==> src/rtl/w_stage_grf.sv <==
// Writeback stage and 32x32 general register file with write-through read ports.
// Optional commit trace compiled in with GRF_TRACE_EN.
module w_stage_grf (
    input  logic        clk,
    input  logic        reset,
    input  logic [31:0] IR_W,
    input  logic [31:0] PC_W,
    input  logic [31:0] PC8_W,
    input  logic [31:0] AO_W,
    input  logic [31:0] DR_W,
    input  logic        COND_W,
    input  logic [4:0]  A1_D,
    input  logic [4:0]  A2_D,
    output logic [31:0] RD1_D,
    output logic [31:0] RD2_D,
    output logic [4:0]  WA_W,
    output logic [31:0] WD_W,
    output logic        WE_W
);

    localparam logic [5:0] OpSpecial = 6'h00;
    localparam logic [5:0] OpJal     = 6'h03;
    localparam logic [5:0] OpLb      = 6'h20;
    localparam logic [5:0] OpLh      = 6'h21;
    localparam logic [5:0] OpLw      = 6'h23;
    localparam logic [5:0] OpLbu     = 6'h24;
    localparam logic [5:0] OpLhu     = 6'h25;

    localparam logic [5:0] FnJalr = 6'h09;
    localparam logic [5:0] FnMovz = 6'h0A;
    localparam logic [5:0] FnMovn = 6'h0B;

    typedef enum logic [1:0] {
        SrcAlu,
        SrcLink,
        SrcMem
    } wd_src_e;

    typedef enum logic [2:0] {
        LdWord,
        LdByte,
        LdByteU,
        LdHalf,
        LdHalfU
    } ld_kind_e;

    logic [5:0]  opcode;
    logic [5:0]  funct;
    logic [4:0]  rt;
    logic [4:0]  rd;
    logic [4:0]  wa;
    wd_src_e     wd_src;
    ld_kind_e    ld_kind;
    logic [7:0]  byte_sel;
    logic [15:0] half_sel;
    logic [31:0] ld_data;
    logic [31:0] wd;

    logic [31:0] regs_q [32];

    assign opcode = IR_W[31:26];
    assign funct  = IR_W[5:0];
    assign rt     = IR_W[20:16];
    assign rd     = IR_W[15:11];

    // Destination and data-source decode
    always_comb begin
        wa      = 5'd0;
        wd_src  = SrcAlu;
        ld_kind = LdWord;
        case (opcode)
            OpSpecial: begin
                case (funct)
                    6'h20, 6'h21, 6'h22, 6'h23, 6'h24, 6'h25, 6'h26, 6'h27,
                    6'h2A, 6'h2B, 6'h00, 6'h02, 6'h03, 6'h04, 6'h06, 6'h07,
                    6'h10, 6'h12: begin
                        wa = rd;
                    end
                    FnJalr: begin
                        wa     = rd;
                        wd_src = SrcLink;
                    end
                    FnMovz, FnMovn: begin
                        wa = COND_W ? rd : 5'd0;
                    end
                    default: wa = 5'd0;
                endcase
            end
            6'h08, 6'h09, 6'h0A, 6'h0B, 6'h0C, 6'h0D, 6'h0E, 6'h0F: begin
                wa = rt;
            end
            OpLw: begin
                wa      = rt;
                wd_src  = SrcMem;
                ld_kind = LdWord;
            end
            OpLb: begin
                wa      = rt;
                wd_src  = SrcMem;
                ld_kind = LdByte;
            end
            OpLbu: begin
                wa      = rt;
                wd_src  = SrcMem;
                ld_kind = LdByteU;
            end
            OpLh: begin
                wa      = rt;
                wd_src  = SrcMem;
                ld_kind = LdHalf;
            end
            OpLhu: begin
                wa      = rt;
                wd_src  = SrcMem;
                ld_kind = LdHalfU;
            end
            OpJal: begin
                wa     = 5'd31;
                wd_src = SrcLink;
            end
            default: wa = 5'd0;
        endcase
    end

    // Little-endian sub-word extraction
    always_comb begin
        case (AO_W[1:0])
            2'd0:    byte_sel = DR_W[7:0];
            2'd1:    byte_sel = DR_W[15:8];
            2'd2:    byte_sel = DR_W[23:16];
            default: byte_sel = DR_W[31:24];
        endcase
        half_sel = AO_W[1] ? DR_W[31:16] : DR_W[15:0];
        case (ld_kind)
            LdByte:  ld_data = {{24{byte_sel[7]}}, byte_sel};
            LdByteU: ld_data = {24'd0, byte_sel};
            LdHalf:  ld_data = {{16{half_sel[15]}}, half_sel};
            LdHalfU: ld_data = {16'd0, half_sel};
            default: ld_data = DR_W;
        endcase
    end

    always_comb begin
        case (wd_src)
            SrcLink: wd = PC8_W;
            SrcMem:  wd = ld_data;
            default: wd = AO_W;
        endcase
    end

    assign WA_W = wa;
    assign WD_W = wd;
    assign WE_W = (wa != 5'd0);

    always_ff @(posedge clk) begin
        if (reset) begin
            for (int i = 0; i < 32; i++) begin
                regs_q[i] <= 32'd0;
            end
        end else if (WE_W) begin
            regs_q[WA_W] <= WD_W;
        end
    end

    // Write-through: a reader of the W-stage target sees the value being committed
    always_comb begin
        if (A1_D == 5'd0) begin
            RD1_D = 32'd0;
        end else if (WE_W && (A1_D == WA_W)) begin
            RD1_D = WD_W;
        end else begin
            RD1_D = regs_q[A1_D];
        end
    end

    always_comb begin
        if (A2_D == 5'd0) begin
            RD2_D = 32'd0;
        end else if (WE_W && (A2_D == WA_W)) begin
            RD2_D = WD_W;
        end else begin
            RD2_D = regs_q[A2_D];
        end
    end

`ifdef GRF_TRACE_EN
    always_ff @(posedge clk) begin
        if (!reset && WE_W) begin
            $display("%d@%h: $%d <= %h", $time, PC_W, WA_W, WD_W);
        end
    end
`endif

    // rs and shamt fields are not needed in writeback; PC_W only feeds the trace
    logic unused_bits;
    assign unused_bits = ^{PC_W, IR_W[25:21], IR_W[10:6]};

endmodule

==> config.mk <==
export PLATFORM = sky130hd
export DESIGN_NAME = w_stage_grf
export DESIGN_NICKNAME = d
export VERILOG_FILES = /design/src/rtl/w_stage_grf.sv
export SDC_FILE = /design/constraint.sdc
export NUM_CORES = 2
export LEC_CHECK = 0
export ABC_AREA = 1
export CAP_MARGIN = 20
export CORE_MARGIN = 1.5
export CORE_UTILIZATION = 35
export DETAILED_ROUTE_END_ITERATION = 8
export PLACE_DENSITY_LB_ADDON = 0.12
export RECOVER_POWER = 50
export SYNTH_ARGS = -nofsm -noshare
export SYNTH_HDL_FRONTEND = slang
export SYNTH_SLANG_ARGS = --single-unit
==> constraint.sdc <==
create_clock -name clk -period 8.9 [get_ports clk]
set_clock_uncertainty 0.1 [all_clocks]
set_input_delay 2.67 -clock clk [delete_from_list [all_inputs] [get_ports clk]]
set_output_delay 2.67 -clock clk [all_outputs]
set_load 0.01 [all_outputs]
# Word level (Yosys, flattened, before mapping)
# Memories as Yosys holds them, arrays and structs flattened.
# Index checks and enable logic that the tools add are counted.
# Widths: inputs -> output; s select.
[classes]
n_mul = 0
eq_ne = 44
n_lt_le_gt_ge = 0
muxes = 22
n_shift = 0
div_mod_pow = 0
n_addsub = 0
bitwise_logic = 0
n_reduce_logical = 13
[ops]
columns = ["op", "n"]
rows = [
  ["$mux 32", 5],
  ["$pmux 32 s4", 1],
  ["$eq 6x6->1 const B", 15],
  ["$eq 6x4->1 const B", 11],
  ["$pmux 32 s2", 1],
  ["$reduce_or 32->1", 1],
  ["$pmux 8 s3", 1],
  ["$reduce_or 19->1", 1],
  ["$eq 6x2->1 const B", 3],
  ["$eq 6x3->1 const B", 3],
  ["$mux 16", 1],
  ["$pmux 5 s3", 1],
  ["$reduce_or 13->1", 1],
  ["$eq 6x5->1 const B", 2],
  ["$logic_not 6->1", 2],
  ["$pmux 3 s4", 1],
  ["$eq 5x5->1", 2],
  ["$logic_not 5->1", 2],
  ["$mux 5", 2],
  ["$pmux 5 s2", 1],
  ["$mux 1", 7],
  ["$eq 3x2->1 const B", 2],
  ["$pmux 2 s3", 1],
  ["$reduce_bool 5->1", 1],
  ["other kinds (8)", 11],
]
[word_totals]
in_bits = 173
n_memories = 1
latchBits = 0
output_inout_bits = 102
rom_bits = 0
register_bits = 0
ram_bits = 1024
wordCells = 80
[mem_list]
columns = ["name", "words", "word_bits", "read_ports", "rd_ports_with_merged_regs", "write_ports", "line", "text"]
rows = [
  ["regs_q", 32, 32, 2, 0, 32, "59", "logic [31:0] regs_q [32];"],
]

# Longest topological paths before layout
[depth]
depth_word = 10
ltp_mapped = 18
mapped_depth_nobuf = 17

# Least setup slack after synthesis
# OpenSTA, ideal clock, no wires.
[synth_path]
path_type = "input to output"
startpoint = "input IR_W[30]"
endpoint = "output WD_W[21]"
arrival_ns = 4.712
required_time_ns = 6.130
path_buffers = 3
setup_slack_ns = 1.418
cell_stages = 14
path_cell_list = "inv_2 -> nand2_1 -> nor2_1 -> nand2_1 -> nand3_1 -> inv_1 -> ha_1 -> clkbuf_1 -> inv_1 -> clkbuf_1 -> or2_2 -> nand2_1 -> clkbuf_1 -> inv_1"
[synth_via]
elab_chain_len = 5
word_cells_on_any_way = 18
cone_classes = "eq/ne (12); mux (4); reduce/logical (2)"
[synth_rtl]
columns = ["element", "line", "text"]
rows = [
  ["start: declaration", "6", "input logic [31:0] IR_W,"],
  ["$eq 6x6->1", "71", "case (opcode)"],
  ["$pmux 3 s4 or $reduce_or 5->1 (tied branches)", "n/a", ""],
  ["$eq 3x3->1 (tied with other cells)", "134", "case (ld_kind)"],
  ["$pmux 32 s4 (tied with other cells)", "134", ""],
  ["$pmux 32 s2 (*)", "144", "case (wd_src)"],
  ["end: declaration", "17", "output logic [31:0] WD_W,"],
]
# Mark *: on every way between the ends. The rest lies on a longest branch, timed or not.

# Final worst setup path
[layout_path]
startpoint = "input IR_W[0]"
endpoint = "output RD1_D[26]"
[layout_via]
elab_chain_len = 8
word_cells_on_any_way = 35
cone_classes = "eq/ne (23); mux (7); reduce/logical (5)"
[layout_rtl]
columns = ["element", "line", "text"]
rows = [
  ["$eq 6x4->1 (tied with other cells)", "73", "case (funct)"],
  ["$reduce_or 19->1 (no source line) or $reduce_or 2->1 (tied branches)", "n/a", ""],
  ["$pmux 5 s2", "73", ""],
  ["$pmux 5 s3", "71", ""],
  ["$eq 5x5->1 or $reduce_bool 5->1 (tied branches)", "169, 153", ""],
  ["$logic_and 1x1->1", "169", "end else if (WE_W && (A1_D == WA_W)) begin"],
  ["$mux 32 (*)", "169", ""],
  ["$mux 32 (*)", "167", "if (A1_D == 5'd0) begin"],
  ["end: declaration", "14", "output logic [31:0] RD1_D,"],
]
# Marked as above.

==> impl_metrics.yaml <==
outcome:
  status: "finished, violations left"
  failed_checks: "max-capacitance violations, max-slew violations, negative setup slack"
setup_path:
  cp_max_fo: 24
  crit_type: "in2out"
  cp.arrival_ns: 6.16
  worstSetupEndpointType: "primary output"
  cp-start-kind: "input port"
  startpoint: "IR_W[0]"
  worstPathRequired_ns: 6.13
power_and_ir_drop:
  peakVddDrop_uv: 181
  p_per_area_mw_per_mm2: 184
  p_leak_nw: 26.5
global_route:
  grt.total_usage_pct: 32.7
  grt_pass1_wl_mm: 395
  grt_max_degree: 91
  antenna_found_initial: 10
  overflow: 0
  grt_pass1_vias: 52700
synthesis:
  syn-cell-area_mm2: 0.0580
  syn_inst: 7188
  syn_avg_cell_area_um2: 8.06
  synth_edf_count: 1024
  yosysSeqAreaShare_pct: 53.0
  synth_top_area_share_pct: 53.0
  synth.distinct_cells: 39
  synth_top_area_cell: "edfxtp_1"
  ys.flop_type: "edfxtp_1"
  synth.top_cells.by_area: "edfxtp_1, nand2_1, nor2_1, a21oi_1, o21ai_0"
  yosysWarnings: 0
  ys_ff_latch: 1024
  synth-async-reset-ratio_pct: 0
  synth.most_common_cell: "nand2_1"
  synth_common_cells: "nand2_1, nor2_1, edfxtp_1"
floorplan:
  fp-row-count: 149
  die_h_um: 410
  die-area_mm2: 0.168
  start_util_pct: 35.2
  coreArea_mm2: 0.165
  die_w_um: 410
  pin_count: 275
sta:
  worstMarginPinSlew_ns: 3.77
  max_freq_mhz: 112
  holdWs_ns: 2.81
  setup_viol: 1
  maxSlewViolCount: 1023
  worst_slack_ns: -0.0266
  relSlewSlack_pct: -152
  rsz0062_at_grt: "true"
  fin_crit_ns: 8.93
  hold_violations: 0
  fin_crit_sh_pct: 100
final_layout:
  nets: 7502
  largestRegisters: "regs_q x1024"
  final_area_mm2: 0.0686
  largest_reg_flops: 1024
  drive_above_1_share_pct: 9.32
  syn_to_final_growth_pct: 18.3
  final_cells: 9620
  final_core_util_pct: 41.7
  largest-register: "regs_q"
placement:
  place_ws_ns: -0.183
  place_congestion: 0.924
  place_area_mm2: 0.0653
  hpwl_mm: 174
  portBuffers: 232
  place_inst: 9398
clock_network:
  post-cts-setup-buffers: 0
  cts_tree: "done"
  cts.sinks: 1024
  ctsHoldBuffers: 0
  clkTransAtPathRegs_ns: 0.06
  clockRootBuffer: "clkbuf_16"
  numCtsBuffers: 116
  clk_path_buf_depth: 3
  htreeDepth: 3
job:
  maxCapViolCount: 34
route:
  drt_iter0_markers: 8681
  drc_errors: 0
  first_pass_iters: 8
  via_per_inst: 5.94
  num_vias: 57100
  routedWlPerCell_um: 29.5
  ant_nets: 0
  drt-total-wl_mm: 284
hold_path:
  hp-start: "AO_W[21]"
  whs_path_depth: 5
  hold_path.class: "in2reg"
  holdPathEnd: "regs_q[5][21]"
[repair_timing]
item / 4_1_cts / 5_1_grt
gates resized for setup: 4 / 11
endpoints found under the setup margin: 43 / 24
pin swaps: 0 / 0
[layer usage]
layer / wire length (um) / GRT usage [%] / vias up / part of all wire (%)
met2: 122000 / 48.6 / 3813 / 43
met5: 46 / 0 / - / 0.016
met1: 113000 / 45.1 / 27700 / 40
li1: - / - / 24800 / -
met4: 17600 / 17.7 / 8 / 6.2
met3: 31400 / 6.08 / 726 / 11
[cells by family (layout without fill, tap and decap cells)]
logic type,Yosys count,count (layout),share of synthesized area (%)
adder cells (fa/ha/maj),2,2,0.0432
flip-flops,1024,1024,53.0
AO/OA/AOI/OAI,1833,1833,17.4
AND/OR/NAND/NOR,3329,3329,22.8
buffers and inverters,999,1206,6.66
other,1,37,0.00647
[area by class of cell]
cell class                 count  area (um^2)
fill                       16300        96000
sequential                  1024        30700
multi-input combinational   5196        23700
timing repair buffer         666         6590
clock buffer                 148         3040
tap                         2189         2740
inverter                     323         1240
clock inverter                69          457
antenna                        5         12.5
[stage by stage]
step | total power, W | setup TNS, ns
after CTS | 0.0126 | 0
final | 0.0126 | -0.0266
after floorplan | 0.00684 | 0
after detailed placement | 0.00805 | -2.11
after global placement | 0.00804 | -1.09
after global routing | 0.0130 | -0.106
[report_power, final]
part	switching [W]	internal [W]	leakage [nW]
sequential	0.000124	0.00558	9.74
combinational	0.00161	0.000712	15.1
clock	0.00211	0.00249	1.70
[critical path: stages]
cell	delay (ns)
clkdlybuf4s50_1	0.50
nand2_1	0.11
nor4_2	0.39
buf_4	0.22
a21oi_1	0.09
inv_1	0.06
ha_1	0.25
inv_1	0.11
buf_12	0.17
or2_2	0.13
nand2_2	0.20
nand3_1	0.16
nand2_1	0.06
nor2_1	0.27
buf_4	0.20
clkdlybuf4s50_1	0.54
[how the worst max path moves through the flow]
stage	to
6_report	RD1_D[26]
5_1_grt	RD1_D[26]
4_1_cts	RD2_D[23]
3_5_place_dp	RD2_D[22]
3_3_place_gp	RD2_D[23]
2_1_floorplan	WD_W[21]
[layout by cell type, fill, tap and decap left out, drive strengths merged, types with 60 or more instances in the layout]
cell type / netlist / final
a21oi: 851 / 851
a221oi: 80 / 80
a31oi: 222 / 222
buf: 123 / 408
clkbuf: 553 / 185
clkdlybuf4s50: 0 / 220
clkinv: 3 / 60
edfxtp: 1024 / 1024
inv: 320 / 327
nand2: 1552 / 1552
nand3: 372 / 372
nor2: 1361 / 1361
o21ai: 554 / 554
(Power assumes the default switching activity.)
